[src/rtl/tl_frag_arb_pkg.sv]
// Shared TileLink-UL constants and burst-length helpers for the fragmenter arbiter.
package tl_frag_arb_pkg;

  localparam logic [2:0] PUT_FULL    = 3'd0;
  localparam logic [2:0] PUT_PARTIAL = 3'd1;
  localparam logic [2:0] GET         = 3'd4;
  localparam logic [2:0] ACK         = 3'd0;
  localparam logic [2:0] ACK_DATA    = 3'd1;

  function automatic int unsigned idx_w_of(input int unsigned n);
    return $clog2(n);
  endfunction

  // A-channel beats: only Puts wider than one beat span several beats
  function automatic int unsigned beats_of(input logic [2:0] opcode, input logic [2:0] size,
                                           input int unsigned beat_lg);
    int unsigned sz;
    sz = 32'(size);
    if ((opcode == PUT_FULL || opcode == PUT_PARTIAL) && sz > beat_lg)
      return 32'd1 << (sz - beat_lg);
    return 32'd1;
  endfunction

  // D-channel beats: only AccessAckData carries a multi-beat payload
  function automatic int unsigned d_beats_of(input logic [2:0] opcode, input logic [2:0] size,
                                             input int unsigned beat_lg);
    int unsigned sz;
    sz = 32'(size);
    if (opcode == ACK_DATA && sz > beat_lg)
      return 32'd1 << (sz - beat_lg);
    return 32'd1;
  endfunction

endpackage

[src/rtl/tl_frag_arbiter_if.sv]
// Client-side (packed per client) and fragmenter-side TileLink-UL A/D signals.
interface tl_frag_arbiter_if #(
  parameter int unsigned NUM_CLIENTS  = 2,
  parameter int unsigned CLIENT_SRC_W = 4,
  parameter int unsigned ADDR_W       = 28,
  parameter int unsigned DATA_W       = 32
);
  localparam int unsigned IDX_W      = $clog2(NUM_CLIENTS);
  localparam int unsigned BEAT_BYTES = DATA_W / 8;
  localparam int unsigned SRC_W      = IDX_W + CLIENT_SRC_W;

  logic [NUM_CLIENTS-1:0]              cl_a_valid;
  logic [NUM_CLIENTS-1:0]              cl_a_ready;
  logic [3*NUM_CLIENTS-1:0]            cl_a_opcode;
  logic [3*NUM_CLIENTS-1:0]            cl_a_param;
  logic [3*NUM_CLIENTS-1:0]            cl_a_size;
  logic [NUM_CLIENTS*CLIENT_SRC_W-1:0] cl_a_source;
  logic [NUM_CLIENTS*ADDR_W-1:0]       cl_a_address;
  logic [NUM_CLIENTS*BEAT_BYTES-1:0]   cl_a_mask;
  logic [NUM_CLIENTS*DATA_W-1:0]       cl_a_data;
  logic [NUM_CLIENTS-1:0]              cl_a_corrupt;
  logic [NUM_CLIENTS-1:0]              cl_d_ready;
  logic [NUM_CLIENTS-1:0]              cl_d_valid;
  logic [2:0]                          cl_d_opcode;
  logic [2:0]                          cl_d_size;
  logic [CLIENT_SRC_W-1:0]             cl_d_source;
  logic [DATA_W-1:0]                   cl_d_data;

  logic                                frag_a_valid;
  logic                                frag_a_ready;
  logic [2:0]                          frag_a_opcode;
  logic [2:0]                          frag_a_param;
  logic [2:0]                          frag_a_size;
  logic [SRC_W-1:0]                    frag_a_source;
  logic [ADDR_W-1:0]                   frag_a_address;
  logic [BEAT_BYTES-1:0]               frag_a_mask;
  logic [DATA_W-1:0]                   frag_a_data;
  logic                                frag_a_corrupt;
  logic                                frag_d_valid;
  logic                                frag_d_ready;
  logic [2:0]                          frag_d_opcode;
  logic [2:0]                          frag_d_size;
  logic [SRC_W-1:0]                    frag_d_source;
  logic [DATA_W-1:0]                   frag_d_data;

  // Arbiter view
  modport slave (
    input  cl_a_valid, cl_a_opcode, cl_a_param, cl_a_size, cl_a_source, cl_a_address,
           cl_a_mask, cl_a_data, cl_a_corrupt, cl_d_ready,
           frag_a_ready, frag_d_valid, frag_d_opcode, frag_d_size, frag_d_source, frag_d_data,
    output cl_a_ready, cl_d_valid, cl_d_opcode, cl_d_size, cl_d_source, cl_d_data,
           frag_a_valid, frag_a_opcode, frag_a_param, frag_a_size, frag_a_source,
           frag_a_address, frag_a_mask, frag_a_data, frag_a_corrupt, frag_d_ready
  );

  // Environment view (clients plus fragmenter)
  modport master (
    output cl_a_valid, cl_a_opcode, cl_a_param, cl_a_size, cl_a_source, cl_a_address,
           cl_a_mask, cl_a_data, cl_a_corrupt, cl_d_ready,
           frag_a_ready, frag_d_valid, frag_d_opcode, frag_d_size, frag_d_source, frag_d_data,
    input  cl_a_ready, cl_d_valid, cl_d_opcode, cl_d_size, cl_d_source, cl_d_data,
           frag_a_valid, frag_a_opcode, frag_a_param, frag_a_size, frag_a_source,
           frag_a_address, frag_a_mask, frag_a_data, frag_a_corrupt, frag_d_ready
  );

endinterface

[src/rtl/tl_frag_arbiter_rr_picker.sv]
// Rotating-priority N-way pick: first valid and eligible requester from i_ptr upward.
module tl_rr_picker #(
  parameter int unsigned N     = 2,
  parameter int unsigned IDX_W = 1
) (
  input  logic [N-1:0]     i_valid,
  input  logic [N-1:0]     i_elig,
  input  logic [IDX_W-1:0] i_ptr,
  output logic             o_any_c,
  output logic [IDX_W-1:0] o_grant_c
);

  logic [IDX_W-1:0] w_idx;

  // N is a power of two, so the index wraps by truncation
  always_comb begin
    o_any_c   = 1'b0;
    o_grant_c = i_ptr;
    w_idx     = '0;
    for (int k = 0; k < int'(N); k++) begin
      w_idx = i_ptr + IDX_W'(k);
      if (!o_any_c && i_valid[w_idx] && i_elig[w_idx]) begin
        o_any_c   = 1'b1;
        o_grant_c = w_idx;
      end
    end
  end

endmodule

[src/rtl/tl_frag_arbiter.sv]
// Round-robin TileLink-UL arbiter sharing one fragmenter port; Put bursts hold the grant.
// Define TL_FRAG_ARB_INFLIGHT_LIMIT_EN to cap outstanding requests per client at MAX_INFLIGHT.
module tl_frag_arbiter
  import tl_frag_arb_pkg::*;
#(
  parameter int unsigned NUM_CLIENTS  = 2,
  parameter int unsigned CLIENT_SRC_W = 4,
  parameter int unsigned ADDR_W       = 28,
  parameter int unsigned DATA_W       = 32,
  parameter int unsigned MAX_INFLIGHT = 4
) (
  input logic              clock,
  input logic              reset,
  tl_frag_arbiter_if.slave bus
);

  localparam int unsigned N          = NUM_CLIENTS;
  localparam int unsigned IDX_W      = idx_w_of(N);
  localparam int unsigned BEAT_BYTES = DATA_W / 8;
  localparam int unsigned BEAT_LG    = $clog2(BEAT_BYTES);
  localparam int unsigned SRC_W      = IDX_W + CLIENT_SRC_W;
  localparam int unsigned BEATS_W    = 8;

  if (N < 2 || (N & (N - 1)) != 0 || MAX_INFLIGHT == 0) begin : g_bad_cfg
    $error("tl_frag_arbiter: NUM_CLIENTS must be a power of two >= 2, MAX_INFLIGHT > 0");
  end

  logic [2:0]              w_op    [N];
  logic [2:0]              w_param [N];
  logic [2:0]              w_size  [N];
  logic [CLIENT_SRC_W-1:0] w_src   [N];
  logic [ADDR_W-1:0]       w_addr  [N];
  logic [BEAT_BYTES-1:0]   w_mask  [N];
  logic [DATA_W-1:0]       w_data  [N];

  for (genvar i = 0; i < int'(N); i++) begin : g_unpack
    assign w_op[i]    = bus.cl_a_opcode[3*i +: 3];
    assign w_param[i] = bus.cl_a_param[3*i +: 3];
    assign w_size[i]  = bus.cl_a_size[3*i +: 3];
    assign w_src[i]   = bus.cl_a_source[CLIENT_SRC_W*i +: CLIENT_SRC_W];
    assign w_addr[i]  = bus.cl_a_address[ADDR_W*i +: ADDR_W];
    assign w_mask[i]  = bus.cl_a_mask[BEAT_BYTES*i +: BEAT_BYTES];
    assign w_data[i]  = bus.cl_a_data[DATA_W*i +: DATA_W];
  end

  logic               r_locked;
  logic [IDX_W-1:0]   r_owner;
  logic [IDX_W-1:0]   r_rr_ptr;
  logic [BEATS_W-1:0] r_beats_left;

  logic [N-1:0]       w_elig;
  logic               w_pick_any;
  logic [IDX_W-1:0]   w_pick_idx;
  logic [IDX_W-1:0]   w_sel;
  logic               w_a_valid;
  logic               w_a_fire;
  logic [BEATS_W-1:0] w_beats;
  logic [IDX_W-1:0]   w_d_sel;

  tl_rr_picker #(.N(N), .IDX_W(IDX_W)) u_picker (
    .i_valid   (bus.cl_a_valid),
    .i_elig    (w_elig),
    .i_ptr     (r_rr_ptr),
    .o_any_c   (w_pick_any),
    .o_grant_c (w_pick_idx)
  );

  // A-channel mux: a locked burst follows its owner regardless of that client's valid
  assign w_sel     = r_locked ? r_owner : w_pick_idx;
  assign w_a_valid = r_locked ? bus.cl_a_valid[r_owner] : w_pick_any;
  assign w_a_fire  = w_a_valid & bus.frag_a_ready;
  assign w_beats   = BEATS_W'(beats_of(w_op[w_sel], w_size[w_sel], BEAT_LG));

  assign bus.frag_a_valid   = w_a_valid;
  assign bus.frag_a_opcode  = w_op[w_sel];
  assign bus.frag_a_param   = w_param[w_sel];
  assign bus.frag_a_size    = w_size[w_sel];
  assign bus.frag_a_source  = {w_sel, w_src[w_sel]};
  assign bus.frag_a_address = w_addr[w_sel];
  assign bus.frag_a_mask    = w_mask[w_sel];
  assign bus.frag_a_data    = w_data[w_sel];
  assign bus.frag_a_corrupt = bus.cl_a_corrupt[w_sel];

  always_comb begin
    bus.cl_a_ready        = '0;
    bus.cl_a_ready[w_sel] = bus.frag_a_ready & (r_locked | w_pick_any);
  end

  always_ff @(posedge clock or posedge reset) begin
    if (reset) begin
      r_locked     <= 1'b0;
      r_owner      <= '0;
      r_rr_ptr     <= '0;
      r_beats_left <= '0;
    end else if (w_a_fire) begin
      if (r_locked) begin
        r_beats_left <= r_beats_left - BEATS_W'(1);
        if (r_beats_left == BEATS_W'(1)) begin
          r_locked <= 1'b0;
          r_rr_ptr <= r_owner + IDX_W'(1);
        end
      end else if (w_beats > BEATS_W'(1)) begin
        r_locked     <= 1'b1;
        r_owner      <= w_sel;
        r_beats_left <= w_beats - BEATS_W'(1);
      end else begin
        r_rr_ptr <= w_sel + IDX_W'(1);
      end
    end
  end

  // D-channel routing by the index prefix of the returned source
  assign w_d_sel          = bus.frag_d_source[SRC_W-1 -: IDX_W];
  assign bus.frag_d_ready = bus.cl_d_ready[w_d_sel];
  assign bus.cl_d_opcode  = bus.frag_d_opcode;
  assign bus.cl_d_size    = bus.frag_d_size;
  assign bus.cl_d_source  = bus.frag_d_source[CLIENT_SRC_W-1:0];
  assign bus.cl_d_data    = bus.frag_d_data;

  always_comb begin
    bus.cl_d_valid          = '0;
    bus.cl_d_valid[w_d_sel] = bus.frag_d_valid;
  end

`ifdef TL_FRAG_ARB_INFLIGHT_LIMIT_EN
  localparam int unsigned CNT_W = $clog2(MAX_INFLIGHT) + 1;

  logic               w_d_fire;
  logic               w_d_last;
  logic [BEATS_W-1:0] w_d_beats;
  logic [BEATS_W-1:0] r_d_left;

  assign w_d_fire  = bus.frag_d_valid & bus.frag_d_ready;
  assign w_d_beats = BEATS_W'(d_beats_of(bus.frag_d_opcode, bus.frag_d_size, BEAT_LG));
  assign w_d_last  = (r_d_left == '0) ? (w_d_beats == BEATS_W'(1)) : (r_d_left == BEATS_W'(1));

  // Responses never interleave on D, so one beat counter covers all clients
  always_ff @(posedge clock or posedge reset) begin
    if (reset)
      r_d_left <= '0;
    else if (w_d_fire)
      r_d_left <= (r_d_left == '0) ? (w_d_beats - BEATS_W'(1)) : (r_d_left - BEATS_W'(1));
  end

  for (genvar i = 0; i < int'(N); i++) begin : g_infl
    logic             w_inc;
    logic             w_dec;
    logic [CNT_W-1:0] r_cnt;

    assign w_inc     = w_a_fire & ~r_locked & (w_sel == IDX_W'(i));
    assign w_dec     = w_d_fire & w_d_last & (w_d_sel == IDX_W'(i));
    assign w_elig[i] = r_cnt < CNT_W'(MAX_INFLIGHT);

    always_ff @(posedge clock or posedge reset) begin
      if (reset)
        r_cnt <= '0;
      else if (w_inc && !w_dec)
        r_cnt <= r_cnt + CNT_W'(1);
      else if (w_dec && !w_inc)
        r_cnt <= r_cnt - CNT_W'(1);
    end
  end
`else
  assign w_elig = '1;
`endif

endmodule

[src/flat_wrapper.sv]
// flat-port wrapper written by rule: the top's interface ports become plain ports
module tl_frag_arbiter_flat import tl_frag_arb_pkg::*;
#(
  parameter int unsigned NUM_CLIENTS  = 2,
  parameter int unsigned CLIENT_SRC_W = 4,
  parameter int unsigned ADDR_W       = 28,
  parameter int unsigned DATA_W       = 32,
  parameter int unsigned MAX_INFLIGHT = 4
)
  (clock, reset, bus_cl_a_valid, bus_cl_a_opcode, bus_cl_a_param, bus_cl_a_size, bus_cl_a_source, bus_cl_a_address, bus_cl_a_mask, bus_cl_a_data, bus_cl_a_corrupt, bus_cl_d_ready, bus_frag_a_ready, bus_frag_d_valid, bus_frag_d_opcode, bus_frag_d_size, bus_frag_d_source, bus_frag_d_data, bus_cl_a_ready, bus_cl_d_valid, bus_cl_d_opcode, bus_cl_d_size, bus_cl_d_source, bus_cl_d_data, bus_frag_a_valid, bus_frag_a_opcode, bus_frag_a_param, bus_frag_a_size, bus_frag_a_source, bus_frag_a_address, bus_frag_a_mask, bus_frag_a_data, bus_frag_a_corrupt, bus_frag_d_ready);
  tl_frag_arbiter_if #(.NUM_CLIENTS(NUM_CLIENTS), .CLIENT_SRC_W(CLIENT_SRC_W), .ADDR_W(ADDR_W), .DATA_W(DATA_W)) bus_i ();
  input logic clock;
  input logic reset;
  input wire logic [$bits(bus_i.cl_a_valid)-1:0] bus_cl_a_valid;
  input wire logic [$bits(bus_i.cl_a_opcode)-1:0] bus_cl_a_opcode;
  input wire logic [$bits(bus_i.cl_a_param)-1:0] bus_cl_a_param;
  input wire logic [$bits(bus_i.cl_a_size)-1:0] bus_cl_a_size;
  input wire logic [$bits(bus_i.cl_a_source)-1:0] bus_cl_a_source;
  input wire logic [$bits(bus_i.cl_a_address)-1:0] bus_cl_a_address;
  input wire logic [$bits(bus_i.cl_a_mask)-1:0] bus_cl_a_mask;
  input wire logic [$bits(bus_i.cl_a_data)-1:0] bus_cl_a_data;
  input wire logic [$bits(bus_i.cl_a_corrupt)-1:0] bus_cl_a_corrupt;
  input wire logic [$bits(bus_i.cl_d_ready)-1:0] bus_cl_d_ready;
  input wire logic [$bits(bus_i.frag_a_ready)-1:0] bus_frag_a_ready;
  input wire logic [$bits(bus_i.frag_d_valid)-1:0] bus_frag_d_valid;
  input wire logic [$bits(bus_i.frag_d_opcode)-1:0] bus_frag_d_opcode;
  input wire logic [$bits(bus_i.frag_d_size)-1:0] bus_frag_d_size;
  input wire logic [$bits(bus_i.frag_d_source)-1:0] bus_frag_d_source;
  input wire logic [$bits(bus_i.frag_d_data)-1:0] bus_frag_d_data;
  output wire logic [$bits(bus_i.cl_a_ready)-1:0] bus_cl_a_ready;
  output wire logic [$bits(bus_i.cl_d_valid)-1:0] bus_cl_d_valid;
  output wire logic [$bits(bus_i.cl_d_opcode)-1:0] bus_cl_d_opcode;
  output wire logic [$bits(bus_i.cl_d_size)-1:0] bus_cl_d_size;
  output wire logic [$bits(bus_i.cl_d_source)-1:0] bus_cl_d_source;
  output wire logic [$bits(bus_i.cl_d_data)-1:0] bus_cl_d_data;
  output wire logic [$bits(bus_i.frag_a_valid)-1:0] bus_frag_a_valid;
  output wire logic [$bits(bus_i.frag_a_opcode)-1:0] bus_frag_a_opcode;
  output wire logic [$bits(bus_i.frag_a_param)-1:0] bus_frag_a_param;
  output wire logic [$bits(bus_i.frag_a_size)-1:0] bus_frag_a_size;
  output wire logic [$bits(bus_i.frag_a_source)-1:0] bus_frag_a_source;
  output wire logic [$bits(bus_i.frag_a_address)-1:0] bus_frag_a_address;
  output wire logic [$bits(bus_i.frag_a_mask)-1:0] bus_frag_a_mask;
  output wire logic [$bits(bus_i.frag_a_data)-1:0] bus_frag_a_data;
  output wire logic [$bits(bus_i.frag_a_corrupt)-1:0] bus_frag_a_corrupt;
  output wire logic [$bits(bus_i.frag_d_ready)-1:0] bus_frag_d_ready;
  assign bus_i.cl_a_valid = bus_cl_a_valid;
  assign bus_i.cl_a_opcode = bus_cl_a_opcode;
  assign bus_i.cl_a_param = bus_cl_a_param;
  assign bus_i.cl_a_size = bus_cl_a_size;
  assign bus_i.cl_a_source = bus_cl_a_source;
  assign bus_i.cl_a_address = bus_cl_a_address;
  assign bus_i.cl_a_mask = bus_cl_a_mask;
  assign bus_i.cl_a_data = bus_cl_a_data;
  assign bus_i.cl_a_corrupt = bus_cl_a_corrupt;
  assign bus_i.cl_d_ready = bus_cl_d_ready;
  assign bus_i.frag_a_ready = bus_frag_a_ready;
  assign bus_i.frag_d_valid = bus_frag_d_valid;
  assign bus_i.frag_d_opcode = bus_frag_d_opcode;
  assign bus_i.frag_d_size = bus_frag_d_size;
  assign bus_i.frag_d_source = bus_frag_d_source;
  assign bus_i.frag_d_data = bus_frag_d_data;
  assign bus_cl_a_ready = bus_i.cl_a_ready;
  assign bus_cl_d_valid = bus_i.cl_d_valid;
  assign bus_cl_d_opcode = bus_i.cl_d_opcode;
  assign bus_cl_d_size = bus_i.cl_d_size;
  assign bus_cl_d_source = bus_i.cl_d_source;
  assign bus_cl_d_data = bus_i.cl_d_data;
  assign bus_frag_a_valid = bus_i.frag_a_valid;
  assign bus_frag_a_opcode = bus_i.frag_a_opcode;
  assign bus_frag_a_param = bus_i.frag_a_param;
  assign bus_frag_a_size = bus_i.frag_a_size;
  assign bus_frag_a_source = bus_i.frag_a_source;
  assign bus_frag_a_address = bus_i.frag_a_address;
  assign bus_frag_a_mask = bus_i.frag_a_mask;
  assign bus_frag_a_data = bus_i.frag_a_data;
  assign bus_frag_a_corrupt = bus_i.frag_a_corrupt;
  assign bus_frag_d_ready = bus_i.frag_d_ready;
  tl_frag_arbiter #(.NUM_CLIENTS(NUM_CLIENTS), .CLIENT_SRC_W(CLIENT_SRC_W), .ADDR_W(ADDR_W), .DATA_W(DATA_W), .MAX_INFLIGHT(MAX_INFLIGHT)) u_core (.clock(clock), .reset(reset), .bus(bus_i));
endmodule
[config.mk]
export PLATFORM = sky130hd
export DESIGN_NAME = tl_frag_arbiter_flat
export DESIGN_NICKNAME = d
export VERILOG_FILES = /design/src/rtl/tl_frag_arb_pkg.sv /design/src/rtl/tl_frag_arbiter_if.sv /design/src/rtl/tl_frag_arbiter_rr_picker.sv /design/src/rtl/tl_frag_arbiter.sv /design/src/flat_wrapper.sv
export SDC_FILE = /design/constraint.sdc
export NUM_CORES = 1
export LEC_CHECK = 0
export ABC_AREA = 1
export CAP_MARGIN = 25
export CORE_AREA = 2 2 128 130
export CTS_CLUSTER_SIZE = 10
export DETAILED_ROUTE_END_ITERATION = 8
export DIE_AREA = 0 0 130 132
export SLEW_MARGIN = 20
export SYNTH_ARGS = -nofsm -noshare
export SYNTH_HDL_FRONTEND = slang
export SYNTH_SLANG_ARGS = --single-unit
[constraint.sdc]
create_clock -name clock -period 3.19 [get_ports clock]
set_clock_uncertainty 0.15 [all_clocks]
set_input_delay 0.319 -clock clock [delete_from_list [all_inputs] [get_ports clock]]
set_output_delay 0.319 -clock clock [all_outputs]
set_load 0.01 [all_outputs]
; ---- Word-level counts from Yosys, hierarchy flattened
; Cells that the tools add are included.
[word_totals]
wordCells = 98
reg_bits = 11
output_inout_bits = 127
[op_classes]
eq_ne = 4
n_shift = 1
n_reduce_logical = 13
mux = 53
bitwise = 7
magnitude_cmp = 10
n_addsub = 6
[op_table]
columns = cell, n
row1 = $mux W32, 3
row2 = $mux W28, 3
row3 = $mux W8, 4
row4 = $shl A1 B32 Y8 const A, 1
row5 = $mux W3, 9
row6 = $mux W1, 26
row7 = $mux W4, 6
row8 = $sub A8 B1 Y8 const B, 2
row9 = $lt A1 B2 Y1 const B, 5
row10 = $eq A8 B1 Y1 const B, 1
row11 = $gt A8 B1 Y1 const B, 1
row12 = $logic_and A1 B1 Y1, 6
row13 = $reduce_and A3 Y1, 2
row14 = $and A2 B2 Y2, 2
row15 = $sub A3 B2 Y4 const B, 1
row16 = $add A1 B1 Y1 const B, 3
row17 = $eq A3 B1 Y1 const B, 1
row18 = $gt A3 B2 Y1 const B, 1
row19 = $logic_not A3 Y1, 1
row20 = $and A1 B1 Y1, 2
row21 = $demux W1 S1, 2
row22 = $ge A1 B1 Y1 const B, 2
row23 = $ge A2 B2 Y1 const B, 1
row24 = $ne A2 B1 Y1 const B, 1
row25 = other kinds (8), 8

; ---- Depth between registers and ports, before layout
[logic_depth]
depth_word = 21
mapped_depth = 23
ltp_nobuf = 21

; ---- By module
; A second synthesis with hierarchy kept.
[hier_totals]
hier_cells = 503
area_unflattened_um2 = 2536.2
[by_module_without_submodules]
columns = mod, cells_each, area_each_um2, instances
row1 = tl_frag_arbiter, 493, 2497.4, 1
row2 = tl_rr_picker, 10, 38.8, 1

; ---- Least setup slack after synthesis
; OpenSTA, ideal clock, no wires.
[synth_path]
path_type = register to register
startpoint = register u_core.r_locked
endpoint = register u_core.r_beats_left[1]
period_less_slack_ns = 2.859
slack_ns = 0.331
setup_time_ns = 0.074
required_ns = 2.966
arrival_time_ns = 2.635
path_stages_with_launch = 22
n_path_buf = 4
cell_sequence = dfrtp_1 -> buf_6 -> nand2_2 -> nand2_4 -> buf_6 -> nand2_2 -> nand2_2 -> ha_1 -> buf_2 -> nand4_1 -> nand2_1 -> inv_1 -> ha_1 -> or2_2 -> nand2_1 -> nor2_2 -> nand3_2 -> nand2_4 -> inv_2 -> buf_6 -> nand2_1 -> o21ai_2
[synth_between]
elab_chain_cells = 13
word_cells_on_any_way = 26
cone_classes = add/sub (2) / order compare (2) / eq/ne (1) / shift (1) / mux (13) / bitwise (2) / reduce/logical (5)
[synth_lines]
columns = element, line
row1 = from (decl), tl_frag_arbiter.sv:46  ; logic r_locked;
row2 = from (signal assigned), tl_frag_arbiter.sv:91  ; r_locked <= 1'b0;
row3 = from (signal assigned), tl_frag_arbiter.sv:99  ; r_locked <= 1'b0;
row4 = from (signal assigned), tl_frag_arbiter.sv:103  ; r_locked <= 1'b1;
row5 = "parallel branches: the longest is 13 deep, another holds $sub A8 B1 Y8", -
row6 = to (signal assigned), tl_frag_arbiter.sv:97  ; r_beats_left <= r_beats_left - BEATS_W'(1);
row7 = to (signal assigned), tl_frag_arbiter.sv:105  ; r_beats_left <= w_beats - BEATS_W'(1);
row8 = to (decl), tl_frag_arbiter.sv:49  ; logic [BEATS_W-1:0] r_beats_left;
; Several ways; the timed one is not identified. The select of a mux whose other input is x is not followed.
; A chain may end at the register's enable or synchronous reset.

; ---- Worst setup path in the final report
[layout_path]
startpoint = input port bus_cl_a_valid[1]
endpoint = output port bus_frag_a_size[0]
[layout_between]
elab_chain_cells = 13
word_cells_on_any_way = 15
cone_classes = mux (10) / bitwise (1) / reduce/logical (4)
[layout_lines]
columns = element, line
row1 = from (decl), flat_wrapper.sv:14  ; input wire logic [$bits(bus_i.cl_a_valid)-1:0] bus_cl_a_valid;
row2 = $mux W1 (not written as such) (2 in series), tl_frag_arbiter_rr_picker.sv:22  ; if (!o_any_c && i_valid[w_idx] && i_elig[w_idx]) begin
row3 = $logic_and A1 B1 Y1, tl_frag_arbiter_rr_picker.sv:22
row4 = $mux W1, tl_frag_arbiter_rr_picker.sv:22
row5 = $logic_not A1 Y1, tl_frag_arbiter_rr_picker.sv:22
row6 = $logic_and A1 B1 Y1 * (2 in series), tl_frag_arbiter_rr_picker.sv:22
row7 = $mux W1 *, tl_frag_arbiter_rr_picker.sv:22
row8 = $mux W1 *, tl_frag_arbiter.sv:69  ; assign w_sel = r_locked ? r_owner : w_pick_idx;
row9 = $not A1 Y2 (not written as such) *, tl_frag_arbiter.sv:77  ; assign bus.frag_a_size = w_size[w_sel];
row10 = $mux W3 (not written as such) * (3 in series), tl_frag_arbiter.sv:77
row11 = to (decl), flat_wrapper.sv:39  ; output wire logic [$bits(bus_i.frag_a_size)-1:0] bus_frag_a_size;
; Mark *: on every way between the ends. The rest lies on a longest branch, timed or not. The select of a mux whose other input is x is not followed.

==> results.ini <==
[outcome]
status = complete, no violations

[critical_path]
path_buf_inv = 6
critical_path_class = in2out
crit_arrival_ns = 2.42
crit_required_ns = 2.72
start_kind = input pin
slowest_delay_ns = 0.59
timing.rr.start = u_core.r_locked
worstPathCellList = clkdlybuf4s50_1 -> inv_1 -> nand2_1 -> nand2_4 -> nand2_4 -> buf_4 -> buf_4 -> buf_4 -> nand2_1 -> o21ai_0 -> clkdlybuf4s50_1
cpMaxStageDelayCell = clkdlybuf4s50_1
cp_max_fo = 24
end_kind = output port
worst_r2r_path_depth = 18
cpMostUsedCell = buf_4
cp_top_family = buffers and inverters
r2r-end = u_core.r_beats_left[6]
reg2reg_slack_ns = 0.32

[power_and_ir_drop]
p_int_mw = 1.463
p_seq_share_pct = 9.5
p_leak_nw = 2.444
power_per_cell_area_nw_per_um2 = 519.6
clockPowerShare_pct = 8.5
total_power_mw = 2.686
peakVddDrop_v = 0.0002013
switchingPower_mw = 1.223
p_sw_share_pct = 45.53
comb_power_share_pct = 82.0

[global_route]
grt-ovfl-total = 0
grt_pass1_wl_um = 20020
gr-usage-all-layers_pct = 15.11
grt_antenna_before_repair = 0
first_global_vias = 3488
grt_max_degree = 33

[sta]
max_slew_margin_pct = 61.87
rsz0062_at_grt = no
finalWorstSetupSlack_ns = 0.2961
hold_viol = 0
max_freq_ghz = 0.3455
worst_pin_slew_ns = 0.5670
period_share_pct = 90.72
slew_violations = 0
timing.hold.ws_ns = 0.2507
fin_crit_ns = 2.894
fin_setup_tns_ns = 0
final-setup-viol-count = 0

[routing]
first_iter_violations = 143
drc = 0
first_pass_iters = 4
ant_nets = 0
routed_wl_um = 13570
vias_per_cell = 3.810
wl_per_cell_um = 14.78
vias = 3498

[die]
core_um2 = 15710
initial_core_util_pct = 15.94
chipWidth_um = 130
rows = 46
die_area_um2 = 17160
die_h_um = 132
ios = 334

[flow_run]
max-cap-violations = 0

[placement]
pre_cts_ws_ns = -0.2040
io_buffers = 249
place_hpwl_um = 12150
place.gp.congestion = 0.8098

[synthesis]
post-synth-top-area-cell = nand2_1
ys_ff_latch = 11
synth.most_common_cell = nand2_1
synthesis.area_um2 = 2505
async_flop_share_pct = 100.0
netlist_top_cells_count = nand2_1, buf_4, inv_1, nand3_1, nor2_1
synth.distinct_cells = 32
synth_edf_count = 0
ys_top_cells_by_area = nand2_1, buf_4, dfrtp_1
synth_top_area_share_pct = 40.16
synth_area_per_cell_um2 = 5.197
synth_seq_area_share_pct = 10.99
synth_top_flop_cell = dfrtp_1
syn-num-nets = 694
syn_inst = 482
yosys_warnings = 0

[clocking]
htreeDepth = 1
cts-root-buf = clkbuf_16
clock_latency_ns = 0.24
hold_buffers = 0
cts_max_path_buffers = 2
path_clk_slew_ns = 0.04
cts_tree = built
cts_sinks = 11
cts_made_buffers = 3

[layout]
drive_gt1_share_pct = 10.11
final_nets = 915
area_growth_pct = 106.3
seq_area_um2 = 275.3
final_util_pct = 32.90
n_antenna_cell = 0
fillers = 1707
multiInputGateArea_um2 = 1687

[worst_hold_path]
hold_class = in2async

[worst max-delay path by stage]
| stage | startpoint | endpoint | slack, ns | cells past startpoint |
|---|---|---|---|---|
| finish | bus_cl_a_valid[1] | bus_frag_a_size[0] | 0.30 | 11 |
| detailed placement | bus_cl_a_valid[0] | u_core.r_beats_left[2] | -0.20 | 22 |
| global route | bus_cl_a_valid[1] | u_core.r_beats_left[4] | 0.01 | 22 |
| CTS | bus_cl_a_valid[0] | u_core.r_beats_left[2] | 0.03 | 22 |
| global placement | bus_cl_a_valid[0] | u_core.r_beats_left[2] | -0.13 | 22 |
| floorplan | u_core.r_locked | u_core.r_beats_left[1] | 0.33 | 21 |
[registers in the layout, summed over array words and instances, names as in the netlist]
register and count:
u_core.r_rr_ptr 1, u_core.r_beats_left 8, u_core.r_locked 1, u_core.r_owner 1
[worst register-to-register path: stages, from the launching register on]
cell and delay [ns]:
dfrtp_1 0.47, nand2_2 0.24, nand2_4 0.11, nand2_1 0.08, nand2_2 0.05, ha_1 0.18, inv_1 0.06, nand3_1 0.11
nor2_2 0.12, nand3_1 0.12, ha_1 0.22, or2_2 0.29, nand2_1 0.08, nor2_2 0.04, nand3_2 0.07, nand2_4 0.06
buf_4 0.14, nor2_1 0.09, a21oi_1 0.07
[metrics by stage]
| stage | instance area [um2] | cells |
|---|---|---|
| after detailed placement | 5082 | 914 |
| final | 5169 | 918 |
| after global routing | 5169 | 918 |
| after global placement | 5082 | 914 |
| after CTS | 5161 | 918 |
| after floorplan | 2505 | 482 |
[kinds of logic (layout without fill, tap and decap cells)]
family | Yosys count | after routing | share of synthesized area, %
AND/OR/NAND/NOR | 340 | 340 | 56.74
buffers and inverters | 96 | 316 | 21.78
AO/OA/AOI/OAI | 28 | 28 | 7.193
flip-flops | 11 | 11 | 10.99
adder cells (fa/ha/maj) | 5 | 5 | 2.498
XOR/XNOR | 1 | 1 | 0.3497
multiplexers | 1 | 1 | 0.4495
[power groups by stage]
stage / clock [mW] / combinational [mW] / sequential (mW)
2_1_floorplan: 0 / 1.16 / 0.233
3_3_place_gp: 0 / 2.22 / 0.255
3_5_place_dp: 0 / 2.23 / 0.257
4_1_cts: 0.234 / 2.24 / 0.255
5_1_grt: 0.246 / 2.45 / 0.264
6_report: 0.229 / 2.20 / 0.255
[per-layer routing]
layer / wire, um / share of wire (%) / up-vias / track usage (%)
li1: - / - / 1871 / -
met1: 5221 / 38 / 1453 / 16.75
met2: 6422 / 47 / 164 / 25.77
met3: 1754 / 13 / 8 / 8.360
met4: 76 / 0.56 / 2 / 1.434
met5: 94 / 0.69 / - / 3.824
[final cells by class]
type | instances | share of cell area, %
Clock buffer | 4 | 1.525
Sequential cell | 11 | 5.326
Timing Repair Buffer | 280 | 52.92
Tap cell | 216 | 5.229
Inverter | 32 | 2.372
Multi-Input combinational cell | 375 | 32.63
[timing repair]
| item | CTS | global route |
|---|---|---|
| endpoints found under the setup margin | 0 | 10 |
| gates resized for setup | 0 | 4 |
| setup buffers | 0 | 0 |
[layout by cell type (no fill, tap or decap), drive strengths merged]
master / count
a211oi: 1
a21oi: 7
a22oi: 1
a41oi: 1
buf: 33
clkbuf: 4
clkdlybuf4s50: 246
clkinv: 1
dfrtp: 11
dlymetal6s2s: 1
ha: 5
inv: 31
mux2: 1
nand2: 281
nand3: 25
nand3b: 1
nand4: 4
nor2: 25
nor3: 2
o21ai: 16
o31ai: 2
or2: 2
xor2: 1
No activity file was read; power rests on OpenSTA's default activity.
